### src/rtl/io_serial_port.sv
// Serial character I/O stage: UART-style receiver feeding INPR/FGI and
// transmitter driven by OUT, with FGO ready flag and interrupt request.
module io_serial_port #(
  parameter int CLKS_PER_BIT = 16
) (
  input  logic       clk,
  input  logic       rst,
  input  logic       rx,
  output logic       tx,
  input  logic       inp_rd,
  output logic [7:0] inpr,
  output logic       fgi,
  input  logic       out_wr,
  input  logic [7:0] out_data,
  output logic       fgo,
  input  logic       ien,
  output logic       irq,
  output logic       rx_overrun,
  output logic       frame_err
);
  localparam int TW = $clog2(CLKS_PER_BIT);
  localparam logic [TW-1:0] LAST = TW'(CLKS_PER_BIT - 1);
  localparam logic [TW-1:0] HALF = TW'(CLKS_PER_BIT / 2 - 1);

  typedef enum logic [1:0] {RX_IDLE, RX_START, RX_DATA, RX_STOP} rx_state_e;
  typedef enum logic {TX_IDLE, TX_SEND} tx_state_e;

  // [0],[1] synchronizer stages, [2] previous synchronized value for edge detect
  logic [2:0]    rx_sync_q, rx_sync_d;
  rx_state_e     rx_state_q, rx_state_d;
  logic [TW-1:0] rx_cnt_q, rx_cnt_d;
  logic [3:0]    rx_bit_q, rx_bit_d;
  logic [7:0]    rx_sh_q, rx_sh_d;
  logic [7:0]    inpr_q, inpr_d;
  logic          fgi_q, fgi_d, ovr_q, ovr_d, ferr_q, ferr_d;
  tx_state_e     tx_state_q, tx_state_d;
  logic [TW-1:0] tx_cnt_q, tx_cnt_d;
  logic [3:0]    tx_bit_q, tx_bit_d;
  logic [7:0]    tx_sh_q, tx_sh_d;
  logic          tx_q, tx_d, fgo_q, fgo_d;
  logic          rx_s, rx_fall, rx_done;

  assign rx_s    = rx_sync_q[1];
  assign rx_fall = rx_sync_q[2] & ~rx_sync_q[1];

  always_comb begin
    rx_sync_d  = {rx_sync_q[1:0], rx};
    rx_state_d = rx_state_q;
    rx_cnt_d   = rx_cnt_q;
    rx_bit_d   = rx_bit_q;
    rx_sh_d    = rx_sh_q;
    rx_done    = 1'b0;
    case (rx_state_q)
      RX_IDLE: if (rx_fall) begin
        rx_state_d = RX_START;
        rx_cnt_d   = '0;
        rx_bit_d   = '0;
      end
      RX_START: if (rx_cnt_q == HALF) begin
        rx_cnt_d   = '0;
        rx_state_d = rx_s ? RX_IDLE : RX_DATA;
      end else rx_cnt_d = rx_cnt_q + TW'(1);
      RX_DATA: if (rx_cnt_q == LAST) begin
        rx_cnt_d = '0;
        rx_sh_d  = {rx_s, rx_sh_q[7:1]};
        rx_bit_d = rx_bit_q + 4'd1;
        if (rx_bit_q == 4'd7) rx_state_d = RX_STOP;
      end else rx_cnt_d = rx_cnt_q + TW'(1);
      default: if (rx_cnt_q == LAST) begin
        rx_cnt_d   = '0;
        rx_done    = 1'b1;
        rx_state_d = RX_IDLE;
      end else rx_cnt_d = rx_cnt_q + TW'(1);
    endcase
  end

  // A completing byte overrides a same-cycle read: the CPU just emptied INPR.
  always_comb begin
    inpr_d = inpr_q;
    fgi_d  = fgi_q;
    ovr_d  = ovr_q;
    ferr_d = ferr_q;
    if (inp_rd) begin
      fgi_d  = 1'b0;
      ovr_d  = 1'b0;
      ferr_d = 1'b0;
    end
    if (rx_done) begin
      if (!rx_s) ferr_d = 1'b1;
      else if (!fgi_q || inp_rd) begin
        inpr_d = rx_sh_q;
        fgi_d  = 1'b1;
      end else ovr_d = 1'b1;
    end
  end

  always_comb begin
    tx_state_d = tx_state_q;
    tx_cnt_d   = tx_cnt_q;
    tx_bit_d   = tx_bit_q;
    tx_sh_d    = tx_sh_q;
    tx_d       = tx_q;
    fgo_d      = fgo_q;
    case (tx_state_q)
      TX_IDLE: if (out_wr) begin
        tx_sh_d    = out_data;
        tx_d       = 1'b0;
        fgo_d      = 1'b0;
        tx_cnt_d   = '0;
        tx_bit_d   = '0;
        tx_state_d = TX_SEND;
      end
      default: if (tx_cnt_q == LAST) begin
        tx_cnt_d = '0;
        if (tx_bit_q == 4'd9) begin
          tx_state_d = TX_IDLE;
          fgo_d      = 1'b1;
          tx_d       = 1'b1;
        end else begin
          tx_bit_d = tx_bit_q + 4'd1;
          if (tx_bit_q < 4'd8) begin
            tx_d    = tx_sh_q[0];
            tx_sh_d = {1'b0, tx_sh_q[7:1]};
          end else tx_d = 1'b1;
        end
      end else tx_cnt_d = tx_cnt_q + TW'(1);
    endcase
  end

  always_ff @(posedge clk or posedge rst) begin
    if (rst) begin
      rx_sync_q  <= 3'b111;
      rx_state_q <= RX_IDLE;
      rx_cnt_q   <= '0;
      rx_bit_q   <= '0;
      rx_sh_q    <= '0;
      inpr_q     <= '0;
      fgi_q      <= 1'b0;
      ovr_q      <= 1'b0;
      ferr_q     <= 1'b0;
      tx_state_q <= TX_IDLE;
      tx_cnt_q   <= '0;
      tx_bit_q   <= '0;
      tx_sh_q    <= '0;
      tx_q       <= 1'b1;
      fgo_q      <= 1'b1;
    end else begin
      rx_sync_q  <= rx_sync_d;
      rx_state_q <= rx_state_d;
      rx_cnt_q   <= rx_cnt_d;
      rx_bit_q   <= rx_bit_d;
      rx_sh_q    <= rx_sh_d;
      inpr_q     <= inpr_d;
      fgi_q      <= fgi_d;
      ovr_q      <= ovr_d;
      ferr_q     <= ferr_d;
      tx_state_q <= tx_state_d;
      tx_cnt_q   <= tx_cnt_d;
      tx_bit_q   <= tx_bit_d;
      tx_sh_q    <= tx_sh_d;
      tx_q       <= tx_d;
      fgo_q      <= fgo_d;
    end
  end

  assign tx         = tx_q;
  assign fgo        = fgo_q;
  assign inpr       = inpr_q;
  assign fgi        = fgi_q;
  assign rx_overrun = ovr_q;
  assign frame_err  = ferr_q;
  assign irq        = ien & (fgi_q | fgo_q);
endmodule

### config.mk
export PLATFORM = sky130hd
export DESIGN_NAME = io_serial_port
export DESIGN_NICKNAME = d
export VERILOG_FILES = /design/src/rtl/io_serial_port.sv
export SDC_FILE = /design/constraint.sdc
export NUM_CORES = 1
export LEC_CHECK = 0
export ABC_AREA = 1
export CORE_UTILIZATION = 45
export CTS_CLUSTER_DIAMETER = 60
export DETAILED_ROUTE_END_ITERATION = 12
export GPL_TIMING_DRIVEN = 0
export HOLD_SLACK_MARGIN = 0.1
export PLACE_DENSITY = 0.63
export SYNTH_ARGS = -nofsm -noshare
export SYNTH_HDL_FRONTEND = slang
export SYNTH_SLANG_ARGS = --single-unit
### constraint.sdc
create_clock -name clk -period 2.5 [get_ports clk]
set_clock_uncertainty 0.1 [all_clocks]
set_input_delay 0.5 -clock clk [delete_from_list [all_inputs] [get_ports clk]]
set_output_delay 0.5 -clock clk [all_outputs]
set_load 0.02 [all_outputs]
# Yosys cells after proc, flatten, opt, wreduce, memory -nomap -nowiden
# Cells that the tools add are included.
# totals
regBits	51
out_inout_bits	14
elab_cells	103
in_bits	14
# op_classes
n_lt_le_gt_ge	1
n_bitwise	4
n_reduce_logical	15
add_sub_neg	4
eq_ne	15
muxes	49
# op_table
operator	count
2-to-1 mux 4 bit	10
2-to-1 mux 8 bit	5
2-to-1 mux 1 bit	25
adder 4 x 1 -> 4 bit (second input constant)	4
case mux 4 bit (2 select lines)	2
equality test 4 bit (second input constant)	3
2-to-1 mux 2 bit	6
AND reduction 3 bit	4
!= test 2 bit (second input constant)	5
equality test 4 x 3 -> 1 bit (second input constant)	2
!= test 2 x 1 -> 1 bit (second input constant)	3
case mux 2 bit (3 select lines)	1
AND reduction 5 bit	1
less-than comparator 4 bit (second input constant)	1
AND reduction 2 bit	2
AND reduction 4 bit	1
nonzero test 2 bit	2
nonzero test 3 bit	1
OR reduction 3 bit	1
AND 1 bit	2
equality test 2 x 1 -> 1 bit (second input constant)	1
equality test 2 bit (second input constant)	1
logical NOT 2 bit	1
logical NOT 1 bit	1
3 further kinds	3

# Depth between registers and ports, before layout
# depth
depth_word	5
mapped_depth	8
ltp_nobuf	8

# Worst setup path after synthesis
# Ideal clock, no wire load.
# synth_timing
path_kind	register to output
from	reg fgo_q, in the netlist fgo
to	out irq
t_arrival_ns	0.823
required_time_ns	1.900
path_stages_with_launch	2
n_path_buf	0
slack_ns	1.077
path_cell_list	dfstp_2 > o21a_1
# synth_via
elab_chain_len	2
# synth_lines
element	line	source
start, declared	40	logic tx_q, tx_d, fgo_q, fgo_d;
start signal, assigned	162	fgo_q <= fgo_d;
bitwise OR 1 bit	172	assign irq = ien & (fgi_q | fgo_q);
AND 1 bit	172	
end, declared	17	output logic irq,
# No other way between the ends.

# Worst setup path in the final report
# layout_timing
from	in ien
to	out irq
# layout_via
elab_chain_len	1
# layout_lines
element	line	source
start, declared	16	input logic ien,
AND 1 bit	172	
# No other way between the ends.

==> flow_metrics.py <==
metrics = {
    "routing": {
        "route.vias.total": 1795,
        "drt-total-wl_um": 3990,
        "drcViolationCount": 0,
        "final_antenna_net_count": 0,
        "vias_per_cell": 4.75,
        "drt-pass1-iter-count": 4,
        "post_drt_wl_per_cell_um": 10.5,
        "drt-initial-drc-count": 89,
    },
    "floorplanning": {
        "die_w_um": 74.9,
        "die_y_um": 74.9,
        "start_util_pct": 46.8,
        "dieArea_um2": 5610,
        "ioPinCount": 28,
        "row_count": 26,
        "core_um2": 5110,
    },
    "setup_path": {
        "r2r_start": "rx_cnt_q[1]",
        "critPathArrivalTime_ns": 1.66,
        "criticalPathCategory": "in2out",
        "r2r_slack_ns": 0.99,
        "rr_worst_depth": 7,
        "cp.required_ns": 1.90,
        "r2r_end": "inpr[7]",
        "crit_path_start_kind": "input pin",
        "critPathMaxFanout": 1,
        "cp-end-kind": "output pin",
    },
    "final_layout": {
        "layout.area.seq_um2": 1280,
        "area_delta_synth_final_pct": 19.4,
        "multi_input_area_um2": 925,
        "fill_cells": 483,
        "drive_gt1_share_pct": 14.3,
        "finalNetCount": 326,
        "antenna_cells": 0,
    },
    "clock_network": {
        "cts_root_buf": "clkbuf_8",
        "ctsHoldBuffers": 0,
        "cts_resized": 0,
        "cts.path.max_buffers": 2,
        "clock_latency_ns": 0.30,
        "cts_max_level": 2,
        "postCtsSetupRepairBufs": 0,
        "clkTransAtPathRegs_ns": 0.09,
        "cts_tree": "yes",
        "numClockSinks": 51,
        "numCtsBuffers": 5,
    },
    "synth": {
        "ys_ff_latch": 51,
        "synth-edff-count": 0,
        "mappedNetlistArea_um2": 2390,
        "yosysSeqAreaShare_pct": 53.7,
        "avgSynthCellArea_um2": 8.79,
        "synthArstFlopShare_pct": 100,
        "yosysWarnings": 0,
        "synth_area_leader_cell": "dfrtp_1",
        "yosysUniqueCellTypes": 25,
        "syn-instance-count": 272,
        "synth_nets": 291,
        "synth_area_leaders": "dfrtp_1 48%, nand2_1 12%, dfstp_2 5.5%",
        "synth_top_cell_area_share_pct": 48.2,
        "synthFlopType": "dfrtp_1",
    },
    "timing": {
        "finalCritPeriodShare_pct": 90.3,
        "tightest_slew_ns": 0.370,
        "drv_slew": 0,
        "maxSlewHeadroom_pct": 75.3,
        "tns_ns": 0,
        "period_needed_ns": 2.26,
        "clock.fmax_mhz": 443,
        "hold_violations": 0,
        "rsz0062_at_grt": "no",
        "setup_violations": 0,
    },
    "worst_hold_path": {
        "whs_endpoint": "rx_sync_q[1]",
        "min_path_type": "reg2reg",
        "min_from": "rx_sync_q[0]",
        "whs_path_depth": 0,
    },
    "power": {
        "cellPowerDensity_nw_per_um2": 810,
        "p_total_mw": 2.31,
        "p_sw_share_pct": 35.0,
        "peakVddDrop_v": 0.000532,
        "clockPowerShare_pct": 20.1,
        "intPower_mw": 1.50,
        "seqPwrFrac_pct": 50.3,
        "netSwitchingPower_mw": 0.808,
        "p_leak_nw": 1.29,
        "p_comb_share_pct": 29.7,
    },
    "global_routing": {
        "antenna_found_initial": 0,
        "grt_first_pass_wirelength_um": 6970,
        "track_usage_pct": 16.3,
        "grt_max_degree": 36,
        "grt_pass1_vias": 1663,
        "grt_overflow_total": 0,
    },
    "placement": {
        "io_buffer_count": 27,
        "gp_congestion": 0.750,
        "hpwl_um": 2940,
    },
    "run_status": {
        "status": "finished clean",
    },
    "job": {
        "maxCapViolations": 0,
    },
}
cells by family (layout without fill, tap and decap cells):
kind of cell / Yosys count / after routing / share of synthesized area, %
compound gates: 53 / 53 / 12.8
flops: 51 / 51 / 53.7
fa+ha+maj: 5 / 5 / 2.62
buf+inv: 41 / 77 / 7.64
xor+xnor: 3 / 3 / 1.10
simple gates: 119 / 119 / 22.2
worst max-delay path, stage by stage:
cell and delay (ns):
clkdlybuf4s50_1 0.46, o21a_1 0.11, clkdlybuf4s50_1 0.59
layer usage:
layer / global-route usage [%] / share of wire (%)
met5: 0 / 0
met4: 6.92 / 1.1
met3: 2.81 / 2.4
met2: 27.0 / 47
met1: 21.1 / 50
cell usage in the layout (no fill, tap or decap), types with 4 or more instances in the layout:
cell             synthesis  layout
clkbuf_8                 0       5
clkdlybuf4s50_1          0      27
o21ai_2                  8       8
nand2_1                 75      75
nand3_1                 14      14
ha_1                     5       5
a21oi_1                  4       4
nor2_1                  15      15
inv_2                    3       4
inv_1                   32      31
nand2_2                  5       5
dfstp_2                  5       5
o21ai_1                 16      16
dfrtp_1                 46      46
o21ai_0                 22      22
flip-flops by register name, summed over array words and instances (netlist names), 2 cells and up:
name	flops
rx_bit_q	4
tx_sh_q	8
tx_bit_q	4
rx_cnt_q	4
tx_cnt_q	4
rx_sh_q	8
inpr	8
rx_sync_q	3
rx_state_q	2
Yosys cell counts (all sizes together), types with 2 or more instances:
cell type,instances
nand2,80
dfrtp,46
o21ai,46
inv,35
nor2,20
nand3,17
buf,6
dfstp,5
ha,5
a21oi,4
a22o,2
nand4,2
xor2,2
stage by stage:
| stage | worst slack, ns | cell area, um2 | util, % | hold slack (ns) | instances |
|---|---|---|---|---|---|
| 5_1_grt | 0.189 | 2850 | 55.9 | 0.264 | 378 |
| 3_5_place_dp | 0.247 | 2770 | 54.2 | 0.248 | 370 |
| 6_report | 0.244 | 2850 | 55.9 | 0.261 | 378 |
| 4_1_cts | 0.241 | 2850 | 55.9 | 0.262 | 378 |
| 2_1_floorplan | 0.679 | 2390 | - | 0.245 | 272 |
| 3_3_place_gp | -0.334 | 2750 | 53.8 | 0.245 | 369 |
layout make-up:
| class | instances | area share [%] |
|---|---|---|
| well taps | 70 | 3.07 |
| flip-flops and latches | 51 | 45.0 |
| repair buffers | 28 | 10.2 |
| multi-input cells | 180 | 32.4 |
| clock inverters | 2 | 0.439 |
| inverters | 35 | 4.61 |
| plain buffers | 6 | 1.80 |
| clock buffers | 6 | 2.54 |
worst max path at each step:
stage          start          end  slack, ns  cells past startpoint
2_1_floorplan    rst          fgi       0.68                      1
3_3_place_gp     rst  rx_cnt_q[3]      -0.33                      2
3_5_place_dp     ien          irq       0.25                      3
4_1_cts          ien          irq       0.24                      3
5_1_grt          ien          irq       0.19                      3
6_report         ien          irq       0.24                      3
power by group through the flow:
stage                     Combinational, mW  Clock (mW)  Sequential, mW
final                                 0.686       0.464            1.16
after global routing                  0.811       0.501            1.19
after CTS                             0.695       0.481            1.16
after detailed placement              0.692           0            1.18
after global placement                0.676           0            1.18
after floorplan                       0.511           0            1.17
Power figures use the tool's default switching activity.
